**src/rtl/xgs_tpg_pkg.sv**
```systemverilog
// Shared types and constants for the multi-lane test pattern generator.
package xgs_tpg_pkg;

   typedef enum logic [1:0] {
      TPG_RAMP  = 2'd0,
      TPG_CONST = 2'd1,
      TPG_WALK1 = 2'd2,
      TPG_LFSR  = 2'd3
   } tpg_mode_e;

   typedef enum logic [1:0] {
      ST_IDLE = 2'd0,
      ST_LINE = 2'd1,
      ST_GAP  = 2'd2,
      ST_END  = 2'd3
   } tpg_state_e;

   // Maximal-length Fibonacci feedback masks, bit (t-1) set for tap t
   localparam logic [15:0] LFSR_TAPS [8:16] = '{
      16'h00B8,   // 8:  8,6,5,4
      16'h0110,   // 9:  9,5
      16'h0240,   // 10: 10,7
      16'h0500,   // 11: 11,9
      16'h0829,   // 12: 12,6,4,1
      16'h100D,   // 13: 13,4,3,1
      16'h2015,   // 14: 14,5,3,1
      16'h6000,   // 15: 15,14
      16'hD008    // 16: 16,15,13,4
   };

endpackage

```
**src/rtl/xgs_tpg_lane_gen.sv**
```systemverilog
// Combinational pixel generator: all lanes of one beat plus the LFSR state
// after the beat.
module xgs_tpg_lane_gen
   import xgs_tpg_pkg::*;
#(
   parameter int NUM_LANES   = 4,
   parameter int PIXEL_WIDTH = 12
) (
   input  tpg_mode_e                        mode,
   input  logic [PIXEL_WIDTH-1:0]           seed,
   input  logic [PIXEL_WIDTH-1:0]           pix_base,
   input  logic [3:0]                       walk_base,
   input  logic [PIXEL_WIDTH-1:0]           lfsr_state,
   output logic [NUM_LANES*PIXEL_WIDTH-1:0] lane_data,
   output logic [PIXEL_WIDTH-1:0]           lfsr_next
);

   localparam logic [PIXEL_WIDTH-1:0] TAP_MASK = PIXEL_WIDTH'(LFSR_TAPS[PIXEL_WIDTH]);

   always_comb begin
      logic [PIXEL_WIDTH-1:0] lfsr_v;
      int                     pos;
      lane_data = '0;
      lfsr_v    = lfsr_state;
      pos       = 0;
      for (int k = 0; k < NUM_LANES; k++) begin
         pos = (int'(walk_base) + k) % PIXEL_WIDTH;
         case (mode)
            TPG_RAMP:  lane_data[k*PIXEL_WIDTH +: PIXEL_WIDTH] = seed + pix_base + PIXEL_WIDTH'(k);
            TPG_CONST: lane_data[k*PIXEL_WIDTH +: PIXEL_WIDTH] = seed;
            TPG_WALK1: lane_data[k*PIXEL_WIDTH +: PIXEL_WIDTH] = PIXEL_WIDTH'(1) << pos;
            TPG_LFSR:  lane_data[k*PIXEL_WIDTH +: PIXEL_WIDTH] = lfsr_v;
            default:   lane_data[k*PIXEL_WIDTH +: PIXEL_WIDTH] = '0;
         endcase
         // lane k carries the state after k steps; the chain keeps advancing
         lfsr_v = {lfsr_v[PIXEL_WIDTH-2:0], ^(lfsr_v & TAP_MASK)};
      end
      lfsr_next = lfsr_v;
   end

endmodule

```
**src/rtl/xgs_tpg_multilane.sv**
```systemverilog
// Multi-lane video test pattern generator with frame/line sequencing.
//
//   state   | meaning
//   --------+-----------------------------------------------
//   ST_IDLE | waiting for start, outputs quiet
//   ST_LINE | presenting beats of the current line
//   ST_GAP  | idle cycles between lines, tvalid low
//   ST_END  | one-cycle done pulse, then back to idle
module xgs_tpg_multilane
   import xgs_tpg_pkg::*;
#(
   parameter int NUM_LANES      = 4,
   parameter int PIXEL_WIDTH    = 12,
   parameter int LINE_CNT_WIDTH = 12
) (
   input  logic                             sclk,
   input  logic                             srst,
   input  logic                             start,
   input  logic                             abort,
   input  logic [1:0]                       mode,
   input  logic [PIXEL_WIDTH-1:0]           seed,
   input  logic [LINE_CNT_WIDTH-1:0]        line_beats,
   input  logic [LINE_CNT_WIDTH-1:0]        frame_lines,
   input  logic [7:0]                       gap_cycles,
   output logic                             tvalid,
   input  logic                             tready,
   output logic [NUM_LANES*PIXEL_WIDTH-1:0] tdata,
   output logic                             tuser,
   output logic                             tlast,
   output logic                             busy,
   output logic                             done
);

   tpg_state_e                    state, state_nxt;
   tpg_mode_e                     mode_q;
   logic [PIXEL_WIDTH-1:0]        seed_q;
   logic [LINE_CNT_WIDTH-1:0]     line_beats_q;
   logic [7:0]                    gap_q;
   logic [LINE_CNT_WIDTH-1:0]     beat_rem;
   logic [LINE_CNT_WIDTH-1:0]     line_rem;
   logic [7:0]                    gap_rem;
   logic [PIXEL_WIDTH-1:0]        pix_base;
   logic [3:0]                    walk_base;
   logic [3:0]                    walk_nxt;
   logic [PIXEL_WIDTH-1:0]        lfsr_q;
   logic [PIXEL_WIDTH-1:0]        lfsr_next;
   logic                          sof_q;
   logic [NUM_LANES*PIXEL_WIDTH-1:0] lane_data;
   logic                          xfer;
   logic                          last_beat;
   logic                          last_line;

   assign xfer      = (state == ST_LINE) && tready;
   assign last_beat = (beat_rem == '0);
   assign last_line = (line_rem == '0);
   assign walk_nxt  = 4'((int'(walk_base) + NUM_LANES) % PIXEL_WIDTH);

   always_ff @(posedge sclk) begin
      if (srst) state <= ST_IDLE;
      else      state <= state_nxt;
   end

   always_comb begin
      state_nxt = state;
      case (state)
         ST_IDLE: if (start) state_nxt = ST_LINE;
         ST_LINE: begin
            if (abort) state_nxt = ST_END;
            else if (xfer && last_beat) begin
               if (last_line)           state_nxt = ST_END;
               else if (gap_q == 8'd0)  state_nxt = ST_LINE;
               else                     state_nxt = ST_GAP;
            end
         end
         ST_GAP: begin
            if (abort)                 state_nxt = ST_END;
            else if (gap_rem == 8'd0)  state_nxt = ST_LINE;
         end
         ST_END:  state_nxt = ST_IDLE;
         default: state_nxt = ST_IDLE;
      endcase
   end

   always_ff @(posedge sclk) begin
      if (srst) begin
         mode_q       <= TPG_RAMP;
         seed_q       <= '0;
         line_beats_q <= '0;
         gap_q        <= '0;
         beat_rem     <= '0;
         line_rem     <= '0;
         gap_rem      <= '0;
         pix_base     <= '0;
         walk_base    <= '0;
         lfsr_q       <= '0;
         sof_q        <= 1'b0;
      end else begin
         if ((state == ST_IDLE) && start) begin
            mode_q       <= tpg_mode_e'(mode);
            seed_q       <= seed;
            line_beats_q <= line_beats;
            gap_q        <= gap_cycles;
            beat_rem     <= line_beats;
            line_rem     <= frame_lines;
            gap_rem      <= '0;
            pix_base     <= '0;
            walk_base    <= '0;
            // an all-zero state would lock the LFSR
            lfsr_q       <= (seed == '0) ? '1 : seed;
            sof_q        <= 1'b1;
         end
         if (xfer) begin
            pix_base  <= pix_base + PIXEL_WIDTH'(NUM_LANES);
            walk_base <= walk_nxt;
            lfsr_q    <= lfsr_next;
            sof_q     <= 1'b0;
            if (last_beat) begin
               beat_rem <= line_beats_q;
               if (!last_line) begin
                  line_rem <= line_rem - LINE_CNT_WIDTH'(1);
                  gap_rem  <= gap_q - 8'd1;
               end
            end else begin
               beat_rem <= beat_rem - LINE_CNT_WIDTH'(1);
            end
         end
         if ((state == ST_GAP) && (gap_rem != 8'd0)) gap_rem <= gap_rem - 8'd1;
      end
   end

   xgs_tpg_lane_gen #(
      .NUM_LANES   (NUM_LANES),
      .PIXEL_WIDTH (PIXEL_WIDTH)
   ) u_lane_gen (
      .mode       (mode_q),
      .seed       (seed_q),
      .pix_base   (pix_base),
      .walk_base  (walk_base),
      .lfsr_state (lfsr_q),
      .lane_data  (lane_data),
      .lfsr_next  (lfsr_next)
   );

   always_comb begin
      tvalid = (state == ST_LINE);
      tdata  = tvalid ? lane_data : '0;
      tuser  = tvalid && sof_q;
      tlast  = tvalid && last_beat;
      busy   = (state == ST_LINE) || (state == ST_GAP);
      done   = (state == ST_END);
   end

endmodule

```
**config.mk**
```make
export PLATFORM = sky130hd
export DESIGN_NAME = xgs_tpg_multilane
export DESIGN_NICKNAME = d
export VERILOG_FILES = /design/src/rtl/xgs_tpg_pkg.sv /design/src/rtl/xgs_tpg_lane_gen.sv /design/src/rtl/xgs_tpg_multilane.sv
export SDC_FILE = /design/constraint.sdc
export NUM_CORES = 1
export LEC_CHECK = 0
export ABC_AREA = 0
export CORE_MARGIN = 2
export CORE_UTILIZATION = 40
export CTS_BUF_LIST = sky130_fd_sc_hd__clkbuf_8
export DETAILED_ROUTE_END_ITERATION = 10
export PLACE_DENSITY = 0.66
export REMOVE_ABC_BUFFERS = 1
export SLEW_MARGIN = 10
export SYNTH_ARGS = -nofsm -noshare
export SYNTH_HDL_FRONTEND = slang
export SYNTH_SLANG_ARGS = --single-unit
export TNS_END_PERCENT = 5
```
**constraint.sdc**
```tcl
create_clock -name sclk -period 3.5 [get_ports sclk]
set_input_delay 0.35 -clock sclk [delete_from_list [all_inputs] [get_ports sclk]]
set_output_delay 0.35 -clock sclk [all_outputs]
set_load 0.005 [all_outputs]
```
==> run summary <==
Simple-gate area share of the yosys netlist -> 25.44%
Initial DRT Pass Iterations -> 5
Yosys warnings -> 0
# hold bufs at CTS -> 0
Post-Synth Adder-Cell Area -> 8.043%
Startpoint Class -> flip-flop
Critical path required time -> 3150 ps
Core ar. -> 17240 sq um
Synth Area in Compound Gates -> 25.21%
Share of layout cells above drive strength 1 -> 8.910%
Hold_ws -> 459.4 ps
Cell Pwr Density -> 464.0 nW/um^2
Hold path start -> line_beats_q[6]$_SDFFE_PP0P_
Final nets -> 1145
WHS Endpoint -> line_beats_q[6]$_SDFFE_PP0P_
VDD IR-drop max -> 0.2946 mV
First-pass GRT wire length -> 34140 um
# placed instances -> 1261
Post-synth top flop -> dfxtp_1
EDFF count, synth -> 0
Worst-path clk slew -> 90 ps
Multiplexer share of the synthesized area -> 0.4448%
Io pins -> 104
Clock sinks -> 93
RSZ-0062 raised after global routing -> true
Largest family of logic cells by synthesized area -> simple AND/OR/NAND/NOR gates
Worst setup EP type -> output port
Minimum clock period -> 3566 ps
DR iter-0 viols -> 679
Num rows -> 48
Ys async rst share -> 0%
IO buf count -> 103
Critical Path AT -> 3220 ps
GP Congestion -> 0.9430
Die X -> 136.6 um
Fmax -> 0.2804 GHz
XOR/XNOR Fraction of Synth Area -> 8.594%
Fin Clk Skew -> 7.982 ps
CTS root buffer -> clkbuf_8
Routed vias -> 7357
Initial antenna violation count -> 1
Pleak -> 3.266 nW
Reg2reg start -> beat_rem[4]$_SDFFE_PP0P_
Tcrit/Tclk final -> 101.9%
Worst Path Max Fanout -> 7
Sequential area share after synthesis -> 26.48%
HP Class -> reg2reg
Hold Path Cell Cnt -> 2
TritonCTS clock tree -> built
Die ar. -> 18660 sq um
Status -> finished with violations
Filler cells -> 1732
Syn Area/Cell -> 7.272 sq um
Area Overhead vs Synth -> 24.16%
Setup TNS -> -77.89 ps
Total wire length -> 21400 um
Worst-Skew Late Latency -> 380 ps
DRT antenna net count -> 0
FF-to-FF setup slack -> 870 ps
Reg2reg end -> line_rem[4]$_SDFF_PP0_
Failing checks -> negative setup slack
Critical path class -> reg2out
Post-synth cell types -> 66
Final HPWL DP -> 15680 um
Vias in the first global route -> 6679
Max_slew headroom -> 41.43%
Syn Std Cell Area -> 7032 sq um
DRC Markers -> 0
# setup viols final -> 2
Synth Register Bits -> 93
CTS Buffer Depth -> 2
Syn Inst Count -> 967
Depth of the worst register-to-register path -> 7
Overall power -> 4.051 mW
Num CTS Buffers -> 9
PnR worst setup slack -> -65.85 ps
Final-report max-slew violation count -> 0
Grt ovf -> 0
Vias per cell -> 5.748
H-tree lvl count -> 3
Max Cap Violations -> 0
Largest net degree at the start of global routing -> 55
Pre-CTS setup slack -> 74.30 ps
Die Ht -> 136.6 um
ANT cells -> 0
Worst slew pin tran -> 878.5 ps
GR Util All Layers -> 22.90%
Wire per inst -> 16.72 um
Initial Utilization -> 40.80%
Final Hold Viols -> 0
Finished Layout Cells -> 1280
==> where the power goes <==
group          switching [mW]  internal, mW  leakage (nW)  total [mW]
Combinational            1.06         0.825          2.39        1.88
Sequential              0.177          1.20         0.765        1.37
Clock                   0.398         0.400         0.111       0.798
==> timing repair <==
action / CTS / global route
pin swaps: 3 / 4
resized for setup: 26 / 15
endpoints found under the setup margin: 20 / 18
buffers inserted: 1 / 2
==> worst max-delay path by stage <==
stage / startpoint / endpoint / slack, ps / cells past startpoint
after floorplan: walk_base[2]$_SDFFE_PP0P_ / tdata[39] / 440 / 12
after global placement: seed_q[4]$_SDFFE_PP0P_ / tdata[47] / 140 / 9
after detailed placement: seed_q[4]$_SDFFE_PP0P_ / tdata[34] / 70 / 9
after CTS: seed_q[4]$_SDFFE_PP0P_ / tdata[45] / -70 / 10
after global routing: pix_base[3]$_SDFFE_PP0P_ / tdata[45] / -200 / 11
final: pix_base[7]$_SDFFE_PP0P_ / tdata[45] / -70 / 10
==> cell type report <==
class,count,area (sq um),area share (%)
Multi-Input combinational cell,777,4959,56.79
Sequential cell,93,1869,21.41
Timing Repair Buffer,135,1280,14.66
Tap cell,225,281.5,3.224
Inverter,34,127.6,1.462
Clock buffer,9,123.9,1.419
Clock inverter,7,90.09,1.032
==> kinds of logic after synthesis <==
logic type	after synthesis
simple gates	382
compound gates	273
buf+inv	105
flops	93
xor+xnor	65
fa+ha+maj	44
mux	3
other cells	2
==> layout by cell type (no fill, tap or decap), types with 10 or more instances in the layout <==
master,instances
nor2_1,75
nand2_1,160
a211oi_1,25
xnor2_1,29
conb_1,10
nor3_1,27
inv_1,35
a311oi_1,24
a21oi_1,103
and3_1,23
xor2_1,30
o221ai_1,12
clkdlybuf4s50_1,97
dfxtp_1,87
nand3_1,37
buf_4,30
ha_1,35
a31oi_1,16
o21ai_0,38
==> flip-flops by register name, indices dropped and copies added (netlist names), 8 cells and up <==
name	count
beat_rem	12
gap_q	8
gap_rem	8
lfsr_q	12
line_beats_q	12
line_rem	12
pix_base	10
seed_q	12
==> through the flow <==
stage	cell area, sq um	utilization (%)
2_1_floorplan	6790	-
3_3_place_gp	8333	48.34
3_5_place_dp	8333	48.34
4_1_cts	8642	50.14
5_1_grt	8731	50.65
6_report	8731	50.65
==> layer usage <==
metal	vias up	global-route usage, %	wire length (um)
li1	3612	-	-
met1	3401	31.38	9529
met2	302	36.42	9762
met3	40	3.148	1629
met4	2	8.796	468
met5	-	0	13
==> cells in the mapped netlist, drive strengths merged (3+ instances only) <==
cell type  number  area, sq um
nor3           29        156.4
or4             3        26.27
dfxtp          93         1862
nand3b          3        22.52
inv            34        127.6
o21ai          42        214.0
a31oi          17        121.4
a22oi           5        37.54
and3           23        143.9
a21oi         103        515.5
a311oi         25        219.0
o22ai           3        18.77
nor4           10        77.57
nor2           76        285.3
buf            16        65.06
nand2b          3        18.77
or3             9        61.31
and2            6        37.54
o221ai         12        105.1
o21a            7        52.55
or2             4        25.02
xnor2          32        287.8
nand4           5        31.28
ha             42        525.5
xor2           31        271.5
nand3          37        185.2
nor3b           3        22.52
a221oi          7        67.56
nand2         162        608.1
o31ai           3        22.52
a211oi         29        227.7
o211ai          4        30.03
clkbuf         55        206.5
==> worst max-delay path, stage by stage, from the launching register on <==
cell,delay [ps]
dfxtp_1,340
ha_1,410
o21ai_1,140
a21oi_1,190
a211oi_2,150
buf_4,180
a211o_1,290
or3_1,350
a21oi_1,150
o21a_1,140
clkdlybuf4s50_1,500
Power figures use the tool's default switching activity.
